==> src/rtl/pixel_mem_arbiter.sv <==
// Arbitrates one single-port pixel buffer between VGA scan-out reads (priority)
// and queued processor writebacks, with a starvation guard for the write path.
module pixel_mem_arbiter #(
    parameter int unsigned ADDR_W     = 12,
    parameter int unsigned DATA_W     = 12,
    parameter int unsigned FIFO_DEPTH = 4,
    parameter int unsigned MAX_STARVE = 64
) (
    input  logic              clk,
    input  logic              rst,
    input  logic              vga_req,
    input  logic [ADDR_W-1:0] vga_addr,
    output logic [DATA_W-1:0] vga_data,
    output logic              vga_valid,
    output logic              vga_miss,
    input  logic              cpu_wr_valid,
    output logic              cpu_wr_ready,
    input  logic [ADDR_W-1:0] cpu_wr_addr,
    input  logic [DATA_W-1:0] cpu_wr_data,
    output logic              mem_en,
    output logic              mem_we,
    output logic [ADDR_W-1:0] mem_addr,
    output logic [DATA_W-1:0] mem_wdata,
    input  logic [DATA_W-1:0] mem_rdata,
    output logic [2:0]        fifo_level
);

    localparam int unsigned PtrW = (FIFO_DEPTH > 1) ? $clog2(FIFO_DEPTH) : 1;
    localparam int unsigned CntW = (MAX_STARVE > 1) ? $clog2(MAX_STARVE) : 1;
    localparam logic [CntW-1:0] StarveMax = CntW'(MAX_STARVE - 1);
    localparam logic [2:0] LevelFull = 3'(FIFO_DEPTH);

    typedef enum logic [1:0] {StIdle, StVga, StCpu} state_e;

    state_e            state_q, state_d;
    logic [ADDR_W-1:0] fifo_addr [FIFO_DEPTH];
    logic [DATA_W-1:0] fifo_data [FIFO_DEPTH];
    logic [PtrW-1:0]   wr_ptr_q, rd_ptr_q;
    logic [2:0]        level_q, level_d;
    logic [CntW-1:0]   starve_q, starve_d;
    logic [ADDR_W-1:0] mem_addr_q;
    logic [DATA_W-1:0] mem_wdata_q;
    logic [DATA_W-1:0] vga_hold_q;
    logic              vga_valid_q, vga_miss_q;
    logic              push, pop, fifo_ne, force_cpu;

    assign fifo_ne      = (level_q != 3'd0);
    assign force_cpu    = (starve_q == StarveMax) && fifo_ne;
    assign cpu_wr_ready = (level_q < LevelFull);
    assign push         = cpu_wr_valid && cpu_wr_ready;

    always_comb begin
        state_d  = StIdle;
        pop      = 1'b0;
        starve_d = starve_q;
        level_d  = level_q;
        if (vga_req && !force_cpu) begin
            state_d = StVga;
        end else if (fifo_ne) begin
            state_d = StCpu;
            pop     = 1'b1;
        end
        if (!fifo_ne || state_d == StCpu) begin
            starve_d = '0;
        end else if (state_d == StVga && starve_q != StarveMax) begin
            starve_d = starve_q + CntW'(1);
        end
        level_d = level_q + 3'(push) - 3'(pop);
    end

    always_ff @(posedge clk) begin
        if (rst) begin
            state_q     <= StIdle;
            wr_ptr_q    <= '0;
            rd_ptr_q    <= '0;
            level_q     <= '0;
            starve_q    <= '0;
            mem_addr_q  <= '0;
            mem_wdata_q <= '0;
            vga_hold_q  <= '0;
            vga_valid_q <= 1'b0;
            vga_miss_q  <= 1'b0;
        end else begin
            state_q    <= state_d;
            level_q    <= level_d;
            starve_q   <= starve_d;
            vga_miss_q <= vga_req && force_cpu;
            // RAM returns data the cycle after a read access is presented.
            vga_valid_q <= (state_q == StVga);
            if (vga_valid_q) vga_hold_q <= mem_rdata;
            if (push) wr_ptr_q <= wr_ptr_q + PtrW'(1);
            if (pop) rd_ptr_q <= rd_ptr_q + PtrW'(1);
            unique case (state_d)
                StVga: mem_addr_q <= vga_addr;
                StCpu: begin
                    mem_addr_q  <= fifo_addr[rd_ptr_q];
                    mem_wdata_q <= fifo_data[rd_ptr_q];
                end
                default: ;
            endcase
        end
    end

    always_ff @(posedge clk) begin
        if (push) begin
            fifo_addr[wr_ptr_q] <= cpu_wr_addr;
            fifo_data[wr_ptr_q] <= cpu_wr_data;
        end
    end

    assign mem_en     = (state_q != StIdle);
    assign mem_we     = (state_q == StCpu);
    assign mem_addr   = mem_addr_q;
    assign mem_wdata  = mem_wdata_q;
    assign vga_valid  = vga_valid_q;
    assign vga_data   = vga_valid_q ? mem_rdata : vga_hold_q;
    assign vga_miss   = vga_miss_q;
    assign fifo_level = level_q;

endmodule

==> config.mk <==
export PLATFORM = sky130hd
export DESIGN_NAME = pixel_mem_arbiter
export DESIGN_NICKNAME = d
export VERILOG_FILES = /design/src/rtl/pixel_mem_arbiter.sv
export SDC_FILE = /design/constraint.sdc
export NUM_CORES = 1
export LEC_CHECK = 0
export BUFFER_PORTS_ARGS = -buffer_cell sky130_fd_sc_hd__buf_2
export CAP_MARGIN = 20
export CORE_MARGIN = 3
export CORE_UTILIZATION = 40
export DETAILED_ROUTE_END_ITERATION = 10
export PLACE_DENSITY = 0.6
export SLEW_MARGIN = 40
export SYNTH_ARGS = -nofsm -noshare
export SYNTH_HDL_FRONTEND = slang
export SYNTH_SLANG_ARGS = --single-unit
export TNS_END_PERCENT = 50
==> constraint.sdc <==
create_clock -name clk -period 4 [get_ports clk]
set_input_delay 0.6 -clock clk [delete_from_list [all_inputs] [get_ports clk]]
set_output_delay 0.6 -clock clk [all_outputs]
set_load 0.02 [all_outputs]
# --- Word-level counts from Yosys, hierarchy flattened ---
# Memories as Yosys holds them, arrays and structs flattened. A register that Yosys moved wholly into a read port is not among the register bits.
# Index checks and enable logic that the tools add are counted.
word_totals:
  register_bits: 41
  latchBits: 0
  ramBits: 96
  mem_bits_ro: 0
  out_inout_bits: 44
  word_cells: 45
  n_memories: 2
op_classes:
  addsub: 5
  multipliers: 0
  n_div: 0
  order_cmp: 1
  n_eq_ne: 6
  shifts: 0
  mux: 10
  n_bitwise: 0
  reduce_logical: 12
mem_list:
  columns: ["name", "words", "width", "rd", "rd_ports_with_merged_regs", "wr", "line_no", "text"]
  rows:
  - ["fifo_addr", 4, 12, 1, 1, 1, "36", "logic [ADDR_W-1:0] fifo_addr [FIFO_DEPTH];"]
  - ["fifo_data", 4, 12, 1, 1, 1, "37", "logic [DATA_W-1:0] fifo_data [FIFO_DEPTH];"]
ops:
  columns: ["op", "count"]
  rows:
  - ["12-bit case mux with 2 select lines", 1]
  - ["12-bit 2-to-1 mux", 1]
  - ["2-bit 2-to-1 mux", 4]
  - ["6-bit by 1-bit adder with 6-bit output (second input constant)", 1]
  - ["6-bit == test (second input constant)", 1]
  - ["6-bit != test (second input constant)", 1]
  - ["1-bit logical AND", 5]
  - ["2-bit by 1-bit adder with 2-bit output (second input constant)", 2]
  - ["2-bit by 1-bit == test with 1-bit output (second input constant)", 2]
  - ["2-bit == test (second input constant)", 2]
  - ["1-bit 2-to-1 mux", 4]
  - ["2-bit nonzero test", 2]
  - ["3-bit by 1-bit adder with 3-bit output", 1]
  - ["3-bit less-than comparator (second input constant)", 1]
  - ["3-bit nonzero test", 1]
  - ["3-bit by 1-bit subtractor with 3-bit output", 1]
  - ["1-bit logical NOT", 2]
  - ["2-bit OR reduction", 1]
  - ["1-bit logical OR", 1]

# --- Logic depth before layout (Yosys ltp) ---
logic_depth:
  ltp_word: 8
  depth_mapped: 13
  mapped_depth_nobuf: 12

# --- Worst setup path after synthesis ---
# OpenSTA, ideal clock, no wires.
synth_path:
  kind: "register -> register"
  from: "register starve_q[0]"
  to: "register level_q[2], in the netlist fifo_level[2]"
  setup_ns: 0.128
  t_arrival_ns: 2.499
  t_required_ns: 3.872
  path_slack_ns: 1.373
  stages_incl_launch_ff: 14
  path_buffers: 1
  period_less_slack_ns: 2.627
  cell_sequence: "dfxtp_1 > ha_1 > and3_1 > o211ai_4 > inv_4 > buf_2 > ha_1 > inv_1 > ha_1 > inv_1 > fa_1 > xnor2_1 > xnor2_1 > nor2_1"
synth_between:
  elab_chain_len: 6
synth_rtl:
  columns: ["element", "line_no", "text"]
  rows:
  - ["start, declared", "40", "logic [CntW-1:0] starve_q, starve_d;"]
  - ["start signal, assigned", "86", "starve_q <= starve_d;"]
  - ["6-bit == test", "48", "assign force_cpu = (starve_q == StarveMax) && fifo_ne;"]
  - ["1-bit logical AND", "48", null]
  - ["1-bit logical NOT", "57", "if (vga_req && !force_cpu) begin"]
  - ["1-bit logical AND", "57", null]
  - ["1-bit 2-to-1 mux", "57", null]
  - ["named net pop", "45", "logic push, pop, fifo_ne, force_cpu;"]
  - ["3-bit by 1-bit subtractor with 3-bit output", "68", "level_d = level_q + 3'(push) - 3'(pop);"]
  - ["end signal, assigned", "85", "level_q <= level_d;"]
  - ["end, declared", "39", "logic [2:0] level_q, level_d;"]
# The timed path passes the listed nets, and every way through them passes these cells.
# A chain may end at the register's enable or synchronous reset.

# --- Worst setup path after layout ---
layout_path:
  from: "register starve_q[0]"
  to: "register level_q[2], in the netlist fifo_level[2]"
layout_between:
  elab_chain_len: 6
layout_rtl:
  columns: ["element", "line_no"]
  rows:
  - ["6-bit == test", "48"]
  - ["1-bit logical AND", "48"]
  - ["1-bit logical NOT", "57"]
  - ["1-bit logical AND", "57"]
  - ["1-bit 2-to-1 mux", "57"]
  - ["3-bit by 1-bit subtractor with 3-bit output", "68"]
# Every way passes these cells.

==> results.md <==
- Status: finished, final reports clean
- Post CTS Setup Buffer Count: 0
- Vias in the first global route: about 3,400
- Hold depth: 1
- # nets final: around 520
- # fillers: about 1,200
- Io pins: 96
- Synth top cells by count: edfxtp_1, dfxtp_1, nand2_1, mux4_2, a21oi_1
- Max-Cap Viols: 0
- CTS tree: yes
- Worst min path class: in2reg
- CP startpoint: starve_q[0]$_SDFFE_PP0P_
- Post-CTS sizing: 0
- Met1 Usage GRT: 17.4%
- GP Congestion: roughly 0.77
- Post-synth top area cell: edfxtp_1
- Die ar.: approximately 16,000 um2
- Worst r2r path cells: 12
- Final period utilization: 77.7%
- Normalized max-slew margin: roughly 54%
- Share of the synthesized area in the top cell type: 50.8%
- Clock Sinks: 151
- Synth Area in Compound Gates: 3.49%
- Post-synthesis xor/xnor area fraction: ~1.1%
- RSZ-0062 raised after global routing: false
- CP arrival: about 3400 ps
- Wire per inst: around 16 um
- Critical path launch point type: flip-flop
- Leakage: roughly 2.6 nW
- N_diodes: 0
- Largest family of logic cells by synthesized area: multiplexers
- Number of synthesized flops with an enable pin: 96
- Adder-Cell Fraction of Synth Area: approximately 1.9%
- Delay-heaviest family, CP: adder cells
- Endpoints failing setup: 0
- Initial core utilization: about two fifths
- Seq/Total Area, Yosys: between 70% and 80%
- DPL Wire Length: approximately 6800 um
- Post-synthesis average cell area: between 15 and 20 um2
- Fin util: around half
- Row count: 42
- Period minus WS final: ~3100 ps
- Multiplexer area fraction after synthesis: between 10% and 20%
- Post-synthesis instance area: ~5700 um2
- Max Clk Rate: between 300 and 400 MHz
- # DRC: 0
- Cells after Synth: between 300 and 400
- Fin. Hold Viols: 0
- CP Cell Sequence: ha_1 > and3_1 > o211ai_4 > inv_4 > ha_1 > inv_1 > ha_1 > inv_1 > fa_1 > xnor2_1 > xnor2_1 > nor2_1
- Skew-Pair Late Insertion Delay: just over 400 ps
- H-Tree Depth: 4
- Crit-path max cell delay: 480 ps
- CP bufs+invs: 3
- Setup_tns: 0 ps
- Critical path capture point type: flip-flop
- Die Wd: approximately 130 um
- Area Overhead vs Synth: 21.9%
- VDD IR-drop max: approximately 0.00030 V
- Final Worst Setup Slack: a little under 900 ps
- Most common cell in the netlist: edfxtp_1
- Top_reg_cell synth: edfxtp_1
- Number of buffers created by CTS: 17
- Synth Area in Simple Gates: under 10%
- Met3 Use GR: roughly 4.2%
- 1st-pass router iterations: 4
- R2R Setup Slk: 890 ps
- Met2 Track Usage GR: between 20% and 30%
- Layout cells sized above 1: a little under two fifths
- Mapped Nets: approximately 420
- Via-to-Cell Ratio: about 4.9
- Worst hold start: cpu_wr_addr[6]
- Worst Tran Pin Value: between 600 and 700 ps
- Via Count: between 3,000 and 4,000
- Pre-CTS WS: 861 ps
- Required time of the critical path: between 4000 and 5000 ps
- Root buf cell: clkbuf_16
- Top cell by count, worst path: ha_1
- Max Root-Sink Buffers: 2
- Die Y: approximately 130 um
- Reg2Reg Capture Point: fifo_level[2]$_SDFF_PP0_
- Pwr dens: 602 nW/um2
- Overall routing resource usage: about 14%
- Overall Power: around 0.0042 W
- Wirelength, routed: 10,600 um
- Ranking of synthesized cells by area: edfxtp_1, dfxtp_1, mux4_2, nand2_1, mux2_2
- Clock skew: ~5 ps
- First-pass GRT wire length: roughly 17,000 um
- WS Path Type: reg2reg
- #FFs+latches synth: between 150 and 200
- Initial antenna violation count: 0
- CP max stage cell: o211ai_4
- R2R Path Start: starve_q[0]$_SDFFE_PP0P_
- Grt peak-use layer: met2
- Clk slew on worst S/H paths: about 60 ps
- Final-report max-slew violation count: 0
- First DRT Iteration DRCs: about 150
- CP Max Fanout: 26
- Synth warnings: 0
- Gr ovfl total: 0
- Post-DRT Antenna Nets: 0
- Ys async rst share: 0%
- Largest net degree at the start of global routing: 38
- Core area: 13,600 um2
- Port Buf Inserts: 95
- Post-synth cell types: 35
- Worst Hold End: fifo_addr[1][6]$_DFFE_PP_
- Cts hold-fix bufs: 0
==> metrics by stage <==
step	hold WS [ps]	area, um2	cells
after CTS	389	6920	650
after global routing	394	6920	650
final	405	6920	650
after global placement	425	6320	618
after floorplan	404	5670	358
after detailed placement	427	6330	618
==> registers in the layout, summed over array words and instances (netlist names), named ones only <==
signal and cells:
fifo_addr 48, fifo_level 3, fifo_data 48, vga_miss 1
vga_hold_q 12, mem_wdata 12, starve_q 6, state_q 2
mem_addr 12, rd_ptr_q 2, wr_ptr_q 2, vga_valid 1
==> cell usage in the layout (no fill, tap or decap), types with 12 or more instances in the layout <==
master / Yosys / routed
mux4_2: 24 / 24
edfxtp_1: 96 / 96
dfxtp_1: 55 / 53
nand2_1: 36 / 36
mux2_2: 12 / 12
a21oi_1: 16 / 16
o21ai_0: 14 / 14
nor2_1: 14 / 14
mux2i_1: 12 / 12
nor2b_1: 15 / 15
buf_2: 5 / 95
clkbuf_16: 0 / 17
==> metal layers <==
metal | share of wire [%] | up-vias
met5 | 0 | -
met3 | 6.2 | 14
met4 | 1.7 | 0
li1 | - | 1522
met1 | 43 | 1564
met2 | 50 | 91
==> logic make-up after synthesis <==
logic type | Yosys count
AO/OA/AOI/OAI | 34
XOR/XNOR | 7
adder cells (fa/ha/maj) | 8
buffers and inverters | 26
flip-flops | 151
multiplexers | 48
AND/OR/NAND/NOR | 84
==> area by class of cell <==
class	count	area [um2]	area share, %
flip-flops and latches	151	3990	57.6
inverters	10	40.0	0.579
clock inverters	9	97.6	1.41
repair buffers	100	513	7.42
well taps	176	220	3.18
multi-input cells	181	1570	22.7
clock buffers	23	488	7.06
==> where the power goes <==
group / switching, W / internal [W] / total (W)
Combinational: 0.000367 / 0.000295 / 0.000662
Clock: 0.000576 / 0.000977 / 0.00155
Sequential: 0.000109 / 0.00184 / 0.00195
Total: 0.00105 / 0.00311 / 0.00416
==> worst max-delay path by stage <==
stage | cells past startpoint | endpoint
global placement | 12 | fifo_level[2]$_SDFF_PP0_
global route | 12 | fifo_level[2]$_SDFF_PP0_
floorplan | 13 | fifo_level[2]$_SDFF_PP0_
finish | 12 | fifo_level[2]$_SDFF_PP0_
detailed placement | 12 | fifo_level[2]$_SDFF_PP0_
CTS | 12 | fifo_level[2]$_SDFF_PP0_
No activity file was read; power rests on OpenSTA's default activity.
